`config.mk`:
```
export PLATFORM = sky130hd
export DESIGN_NAME = shift_step_unit
export DESIGN_NICKNAME = d
export VERILOG_FILES = /design/src/rtl/shift_step_unit.sv
export SDC_FILE = /design/constraint.sdc
export NUM_CORES = 1
export LEC_CHECK = 0
export BUFFER_PORTS_ARGS = -buffer_cell sky130_fd_sc_hd__buf_2
export CAP_MARGIN = 20
export CORE_ASPECT_RATIO = 0.6
export CORE_MARGIN = 5
export CORE_UTILIZATION = 60
export DETAILED_ROUTE_END_ITERATION = 6
export PLACE_DENSITY = 0.9
export REMOVE_ABC_BUFFERS = 1
export SYNTH_ARGS = -nofsm -noshare
export SYNTH_HDL_FRONTEND = slang
export SYNTH_SLANG_ARGS = --single-unit
```
`constraint.sdc`:
```
create_clock -name clk -period 3.6 [get_ports clk]
set_clock_uncertainty 0.1 [all_clocks]
set_input_delay 0.54 -clock clk [delete_from_list [all_inputs] [get_ports clk]]
set_output_delay 0.54 -clock clk [all_outputs]
set_load 0.02 [all_outputs]
```
`src/rtl/shift_step_unit.sv`:
```
// Programmable multi-bit shifter stepped by a debounced pushbutton.
// Each accepted press performs n single-bit shifts, one per clock.
module shift_step_unit #(
  parameter int unsigned WIDTH      = 4,
  parameter int unsigned IN_W       = 3,
  parameter int unsigned AMT_W      = 2,
  parameter int unsigned DEB_CYCLES = 250000
) (
  input  logic             clk,
  input  logic             rst,
  input  logic [IN_W-1:0]  data_in,
  input  logic             load,
  input  logic             enable,
  input  logic             step_btn,
  input  logic             dir,
  input  logic [1:0]       mode,
  input  logic [AMT_W-1:0] amount,
  output logic [WIDTH-1:0] data_out,
  output logic             busy,
  output logic [7:0]       press_cnt,
  output logic             zero
);

  localparam int unsigned CW = $clog2(DEB_CYCLES + 1);
  localparam logic [CW-1:0] DEB_LAST = CW'(DEB_CYCLES - 1);

  typedef enum logic {IDLE, SHIFT} state_t;

  logic          sync1_reg, sync2_reg;
  logic          level_reg, level_d_reg;
  logic [CW-1:0] deb_cnt_reg;
  logic          press;

  state_t           state_reg, state_next;
  logic [WIDTH-1:0] data_reg, data_next;
  logic [7:0]       cnt_reg, cnt_next;
  logic [AMT_W-1:0] rem_reg, rem_next;
  logic             dir_reg, dir_next;
  logic [1:0]       mode_reg, mode_next;
  logic [AMT_W-1:0] n_amt;
  logic [WIDTH-1:0] load_value;

  assign load_value = WIDTH'(data_in);
  assign n_amt      = (amount == '0) ? AMT_W'(1) : amount;

  // Synchroniser plus debounce: level flips only after DEB_CYCLES differing samples in a row.
  always_ff @(posedge clk) begin
    if (rst) begin
      sync1_reg   <= 1'b0;
      sync2_reg   <= 1'b0;
      level_reg   <= 1'b0;
      level_d_reg <= 1'b0;
      deb_cnt_reg <= '0;
    end else begin
      sync1_reg   <= step_btn;
      sync2_reg   <= sync1_reg;
      level_d_reg <= level_reg;
      if (sync2_reg != level_reg) begin
        if (deb_cnt_reg == DEB_LAST) begin
          level_reg   <= sync2_reg;
          deb_cnt_reg <= '0;
        end else begin
          deb_cnt_reg <= deb_cnt_reg + CW'(1);
        end
      end else begin
        deb_cnt_reg <= '0;
      end
    end
  end

  assign press = level_reg & ~level_d_reg;

  function automatic logic [WIDTH-1:0] shift1(input logic [WIDTH-1:0] v,
                                              input logic             left,
                                              input logic [1:0]       m);
    logic fill;
    if (left) begin
      fill   = (m == 2'b10) ? v[WIDTH-1] : 1'b0;
      shift1 = {v[WIDTH-2:0], fill};
    end else begin
      fill   = (m == 2'b01) ? v[WIDTH-1] : ((m == 2'b10) ? v[0] : 1'b0);
      shift1 = {fill, v[WIDTH-1:1]};
    end
  endfunction

  always_comb begin
    state_next = state_reg;
    data_next  = data_reg;
    cnt_next   = cnt_reg;
    rem_next   = rem_reg;
    dir_next   = dir_reg;
    mode_next  = mode_reg;
    if (load) begin
      state_next = IDLE;
      data_next  = load_value;
      cnt_next   = 8'd0;
      rem_next   = '0;
    end else begin
      case (state_reg)
        IDLE: begin
          if (press && enable && (mode != 2'b11)) begin
            dir_next  = dir;
            mode_next = mode;
            data_next = shift1(data_reg, dir, mode);
            cnt_next  = (cnt_reg == 8'd255) ? cnt_reg : cnt_reg + 8'd1;
            if (n_amt > AMT_W'(1)) begin
              state_next = SHIFT;
              rem_next   = n_amt - AMT_W'(1);
            end
          end
        end
        SHIFT: begin
          // Presses arriving here are intentionally dropped.
          data_next = shift1(data_reg, dir_reg, mode_reg);
          rem_next  = rem_reg - AMT_W'(1);
          if (rem_reg == AMT_W'(1)) begin
            state_next = IDLE;
          end
        end
        default: state_next = IDLE;
      endcase
    end
  end

  always_ff @(posedge clk) begin
    if (rst) begin
      state_reg <= IDLE;
      data_reg  <= load_value;
      cnt_reg   <= 8'd0;
      rem_reg   <= '0;
      dir_reg   <= 1'b0;
      mode_reg  <= 2'b00;
    end else begin
      state_reg <= state_next;
      data_reg  <= data_next;
      cnt_reg   <= cnt_next;
      rem_reg   <= rem_next;
      dir_reg   <= dir_next;
      mode_reg  <= mode_next;
    end
  end

  assign data_out  = data_reg;
  assign busy      = (state_reg == SHIFT);
  assign press_cnt = cnt_reg;
  assign zero      = (data_reg == '0);

endmodule

```
* Word level (Yosys, flattened, before mapping)
Index checks and enable logic that the tools add are counted.
** Storage, ports and cells
- Register bits after elaboration :: 40
- Latch bits :: 0
- Bits in writable memories :: 0
- Bits in read-only memories :: 0
- Input port bits :: 13
- Output and inout bits :: 14
- Logic and storage cells :: 68
- Memories kept :: 0
** Cells by class
- $add $sub $neg :: 4
- Multiply operators :: 0
- Div/mod/pow operators :: 0
- $lt $le $gt $ge :: 1
- Eq/ne operators :: 14
- Shift-type cells :: 0
- Muxes and demuxes :: 20
- Bitwise logic cells :: 6
- Reduce and logical (&&, ||, !) cells :: 11
** Operator list (number)
- $add 18x1->18 const B :: 1
- $eq 18x18->1 const B :: 1
- $mux 4 :: 3
- $mux 1 :: 9
- $reduce_and 3->1 :: 3
- $add 8x1->8 const B :: 1
- $eq 8x8->1 const B :: 1
- $pmux 4 s2 :: 1
- $eq 2x1->1 const B :: 3
- $mux 2 :: 3
- $mux 3 :: 2
- $ne 2x2->1 const B :: 3
- $ne 3x3->1 const B :: 2
- $not 1->1 :: 5
- $eq 2x2->1 const B :: 2
- $logic_not 4->1 :: 1
- $ne 4x4->1 const B :: 1
- $pmux 2 s2 :: 1
- $reduce_and 2->1 :: 2
- $sub 2x1->2 const B :: 2
- $reduce_or 3->1 :: 1
- $gt 2x1->1 const B :: 1
- $logic_and 1x1->1 :: 2
- $logic_not 2->1 :: 1
- other kinds (4) :: 4

* Longest topological paths before layout
- Depth after elaboration :: 8
- Mapped depth :: 6
- Gate-level depth less buffers :: 6

* Worst setup path after synthesis
OpenSTA, ideal clock, no wires.
- Path kind :: register to output
- Start :: register data_reg[2] (netlist: data_out[2])
- End :: output zero
- Data arrival time :: 1.252 ns
- Data required time :: 2.960 ns
- Path slack :: 1.708 ns
- Stages on the path, launching flop included :: 2
- Buffers on the path :: 0
- Path through :: edfxtp_1 > nor4_1
** Between the ends
- Longest elaborated chain between the ends :: 1
** Ends and longest elaborated chain
- from (decl) :: line 35 : logic [WIDTH-1:0] data_reg, data_next;
- from (signal assigned) :: line 128 : data_reg <= load_value;
- from (signal assigned) :: line 135 : data_reg <= data_next;
- $logic_not 4->1 :: line 146 : assign zero = (data_reg == '0);
- to (decl) :: line 21 : output logic zero
Every way passes these cells.

* Final worst setup path
- Start :: register deb_cnt_reg[0]
- End :: register deb_cnt_reg[11]
** Between the ends
- Longest elaborated chain between the ends :: 2
- Elaborated cells between the ends (all ways) :: 3
- Those cells by class :: add/sub: 1; eq/ne: 1; reduce/logical: 1
** Ends and longest elaborated chain
- from (decl) :: line 31 : logic [CW-1:0] deb_cnt_reg;
- from (signal assigned) :: line 63 : deb_cnt_reg <= deb_cnt_reg + CW'(1);
- parallel branches: the longest is 2 deep, another holds $add 18x1->18
Several ways; the timed one is not identified.
A chain may end at the register's enable or synchronous reset.

==> flow_metrics.py <==
metrics = {
    "global_routing": {
        "first_global_vias": 1548,
        "grt-ovfl-total": 0,
        "grtUsageTotal_pct": 20.79,
        "grt_pass1_wl_um": 7224,
        "grt_max_degree": 18,
        "grt_antenna_before_repair": 0,
    },
    "finish": {
        "fin_nets": 263,
        "areaGrowthSynthToFinish_pct": 12.93,
        "final_common_cell": "dfxtp_1",
        "drive_gt1_share_pct": 16.94,
        "fin_util_pct": 68.91,
        "diodes": 0,
        "most-common-layout-cells": "dfxtp_1, nor2_1, buf_2, xnor2_1, nand2_1",
        "fin_cells": 293,
        "largest_register_ffs": 18,
        "fillCellCount": 258,
    },
    "logic_synthesis": {
        "ys_warn_count": 0,
        "postSynthAreaPerCell_um2": 8.924,
        "synthSimpleGateAreaFrac_pct": 28.04,
        "netlist_instances": 219,
        "synth-edff-count": 3,
        "synth_area_um2": 1954,
        "seq_area_frac_synth_pct": 42.51,
        "async_flop_share_pct": 0,
        "synth_area_leader_cell": "dfxtp_1",
        "synth_top_family_by_area": "simple AND/OR/NAND/NOR gates",
        "yosys.area.top_type_share_pct": 37.90,
        "synth-seq-cells": 40,
        "synth_xor_area_share_pct": 7.170,
        "synth_top_flop_cell": "dfxtp_1",
        "synthMuxAreaShare_pct": 4.673,
        "ys_top_cells_by_area": "dfxtp_1, xnor2_1, nor2_1",
        "synth_compound_area_share_pct": 12.61,
        "synthAdderAreaFrac_pct": 1.921,
        "synth_cell_types": 42,
    },
    "worst_setup_path": {
        "r2r_start": "deb_cnt_reg[0]$_SDFF_PP0_",
        "slowest_stage": "o41ai_4",
        "end_kind": "flip-flop",
        "worst_setup_path_start_kind": "flip-flop",
        "rr_endpoint": "deb_cnt_reg[11]$_SDFF_PP0_",
        "crit_chain": "ha_1 > nand3_1 > o41ai_4 > nor2_1",
        "cp_max_fo": 17,
        "slowest_delay_ns": 0.89,
        "cp_data_arrival_time_ns": 2.26,
        "crit_required_ns": 3.65,
        "crit_type": "reg2reg",
        "ff2ff_setup_slack_ns": 1.38,
        "critPathCapture": "deb_cnt_reg[11]$_SDFF_PP0_",
        "rr_worst_depth": 4,
        "critPathLaunch": "deb_cnt_reg[0]$_SDFF_PP0_",
    },
    "timing": {
        "slew-limit-headroom_pct": 36.14,
        "rsz0062_at_grt": "no",
        "hold_ws_ns": 0.3525,
        "fin_crit_ns": 2.216,
        "setup_tns_ns": 0,
        "fmax_mhz": 451.3,
        "slew_violations": 0,
        "period_share_pct": 61.54,
        "setup_violations": 0,
        "finalHoldViolations": 0,
        "worstMarginPinSlew_ns": 0.9546,
    },
    "pwr": {
        "clockPowerShare_pct": 38.3,
        "peakVddDrop_v": 0.0002660,
        "comb_power_share_pct": 5.4,
        "intPower_w": 0.0006226,
        "power_frac_seq_pct": 56.3,
        "switching_share_pct": 23.38,
        "switchingPower_w": 0.0001900,
        "p_per_area_nw_per_um2": 368.2,
        "leakage_nw": 0.7298,
        "p_total_w": 0.0008126,
    },
    "clock_network": {
        "htreeDepth": 2,
        "worst_skew_pair.late_latency_ns": 0.30,
        "cts_made_buffers": 5,
        "cts_root_buffer": "clkbuf_8",
        "cts_tree": "done",
        "clockBufferDepth": 2,
        "cts-resized-gates": 0,
        "post-cts-setup-buffers": 0,
        "cts_sinks": 40,
        "cts.clk_slew.worst_paths_ns": 0.07,
        "cts_hold_buf": 0,
    },
    "detailed_routing": {
        "ant_nets": 0,
        "vias": 1723,
        "drt-pass1-iter-count": 4,
        "wl_per_cell_um": 15.66,
        "drc": 0,
        "first_iter_violations": 126,
        "wl_um": 4589,
        "vias_per_cell": 5.881,
    },
    "status": {
        "outcome": "finished clean",
    },
    "floorplan": {
        "io_pins": 27,
        "die-width_um": 83.68,
        "start_util_pct": 61.02,
        "core_um2": 3203,
        "die_y_um": 54.21,
        "rows": 16,
        "die-area_um2": 4536,
    },
    "placement": {
        "dpl.cell_count": 285,
        "numPortBuffers": 26,
        "hpwl_um": 3350,
        "gp_congestion": 0.9111,
    },
    "hold_path": {
        "worst_hold_path_type": "reg2reg",
    },
    "flow_run": {
        "drv_cap": 0,
    },
}
worst max-delay path: cells and delay by family, from the launching register on:
| kind | cells | cell delay (ns) |
|---|---|---|
| AND/OR/NAND/NOR | 2 | 0.48 |
| adder cells (fa/ha/maj) | 1 | 0.21 |
| AO/OA/AOI/OAI | 1 | 0.89 |
| flip-flops | 1 | 0.38 |
power by group through the flow:
stage / clock (W) / combinational, W / sequential [W]
after floorplan: 0 / 0.0000196 / 0.000470
after global placement: 0 / 0.0000415 / 0.000468
after detailed placement: 0 / 0.0000432 / 0.000468
after CTS: 0.000315 / 0.0000436 / 0.000457
after global routing: 0.000336 / 0.0000481 / 0.000458
final: 0.000311 / 0.0000438 / 0.000458
routing by layer:
layer | vias up | share of wire [%] | GRT usage (%)
met5 | - | 0 | 0
met4 | 0 | 1.7 | 8.824
met3 | 9 | 8.0 | 5.414
met2 | 63 | 44 | 32.45
met1 | 799 | 46 | 27.89
li1 | 852 | - | -
area by class of cell:
| type | count | area, um^2 | area share, % |
|---|---|---|---|
| inverters | 9 | 33.78 | 1.531 |
| multi-input cells | 165 | 1064 | 48.19 |
| clock inverters | 2 | 10.01 | 0.4535 |
| clock buffers | 6 | 82.58 | 3.741 |
| flip-flops and latches | 40 | 830.8 | 37.64 |
| well taps | 45 | 56.30 | 2.551 |
| repair buffers | 26 | 130.1 | 5.896 |
cells by family (layout without fill, tap and decap cells):
kind of cell,count (synthesis),after routing
and+or+nand+nor,101,101
DFF,40,40
AOI/OAI and AO/OA,36,36
xor gates and xnor gates,16,16
buffers and inverters,14,43
muxes,9,9
adders and majority gates,3,3
worst min-delay path by stage:
stage	end	startpoint	slack, ns	cells past startpoint
after floorplan	sync2_reg$_SDFF_PP0_	sync1_reg$_SDFF_PP0_	0.31	1
after global placement	sync2_reg$_SDFF_PP0_	sync1_reg$_SDFF_PP0_	0.32	1
after CTS	sync1_reg$_SDFF_PP0_	step_btn	0.35	2
after global routing	sync2_reg$_SDFF_PP0_	sync1_reg$_SDFF_PP0_	0.37	1
after detailed placement	sync2_reg$_SDFF_PP0_	sync1_reg$_SDFF_PP0_	0.34	1
final	sync2_reg$_SDFF_PP0_	sync1_reg$_SDFF_PP0_	0.35	1
cell usage after synthesis (2+ instances only):
cell type  number
nor4_1          8
nor3_1          5
o31ai_1         4
or2_2           2
o311ai_0        2
dfxtp_1        37
and3b_1         2
nand3_1         9
o211ai_1        2
nor4b_1         2
nand4_1         8
a21oi_1        11
o21ai_0         9
or3_1           3
edfxtp_1        3
clkbuf_1        4
nor2b_1         5
nor3b_1         2
or4_1           4
inv_1           9
nor2_1         30
xnor2_1        15
ha_1            3
o41ai_1         2
nand2_1        14
mux2i_1         8
stage by stage:
step,cell area (um^2),setup slack [ns]
global placement,2115,1.438
floorplan,1928,1.708
detailed placement,2115,1.328
CTS,2207,1.391
finish,2207,1.384
global route,2207,1.209
Power figures use the tool's default switching activity.
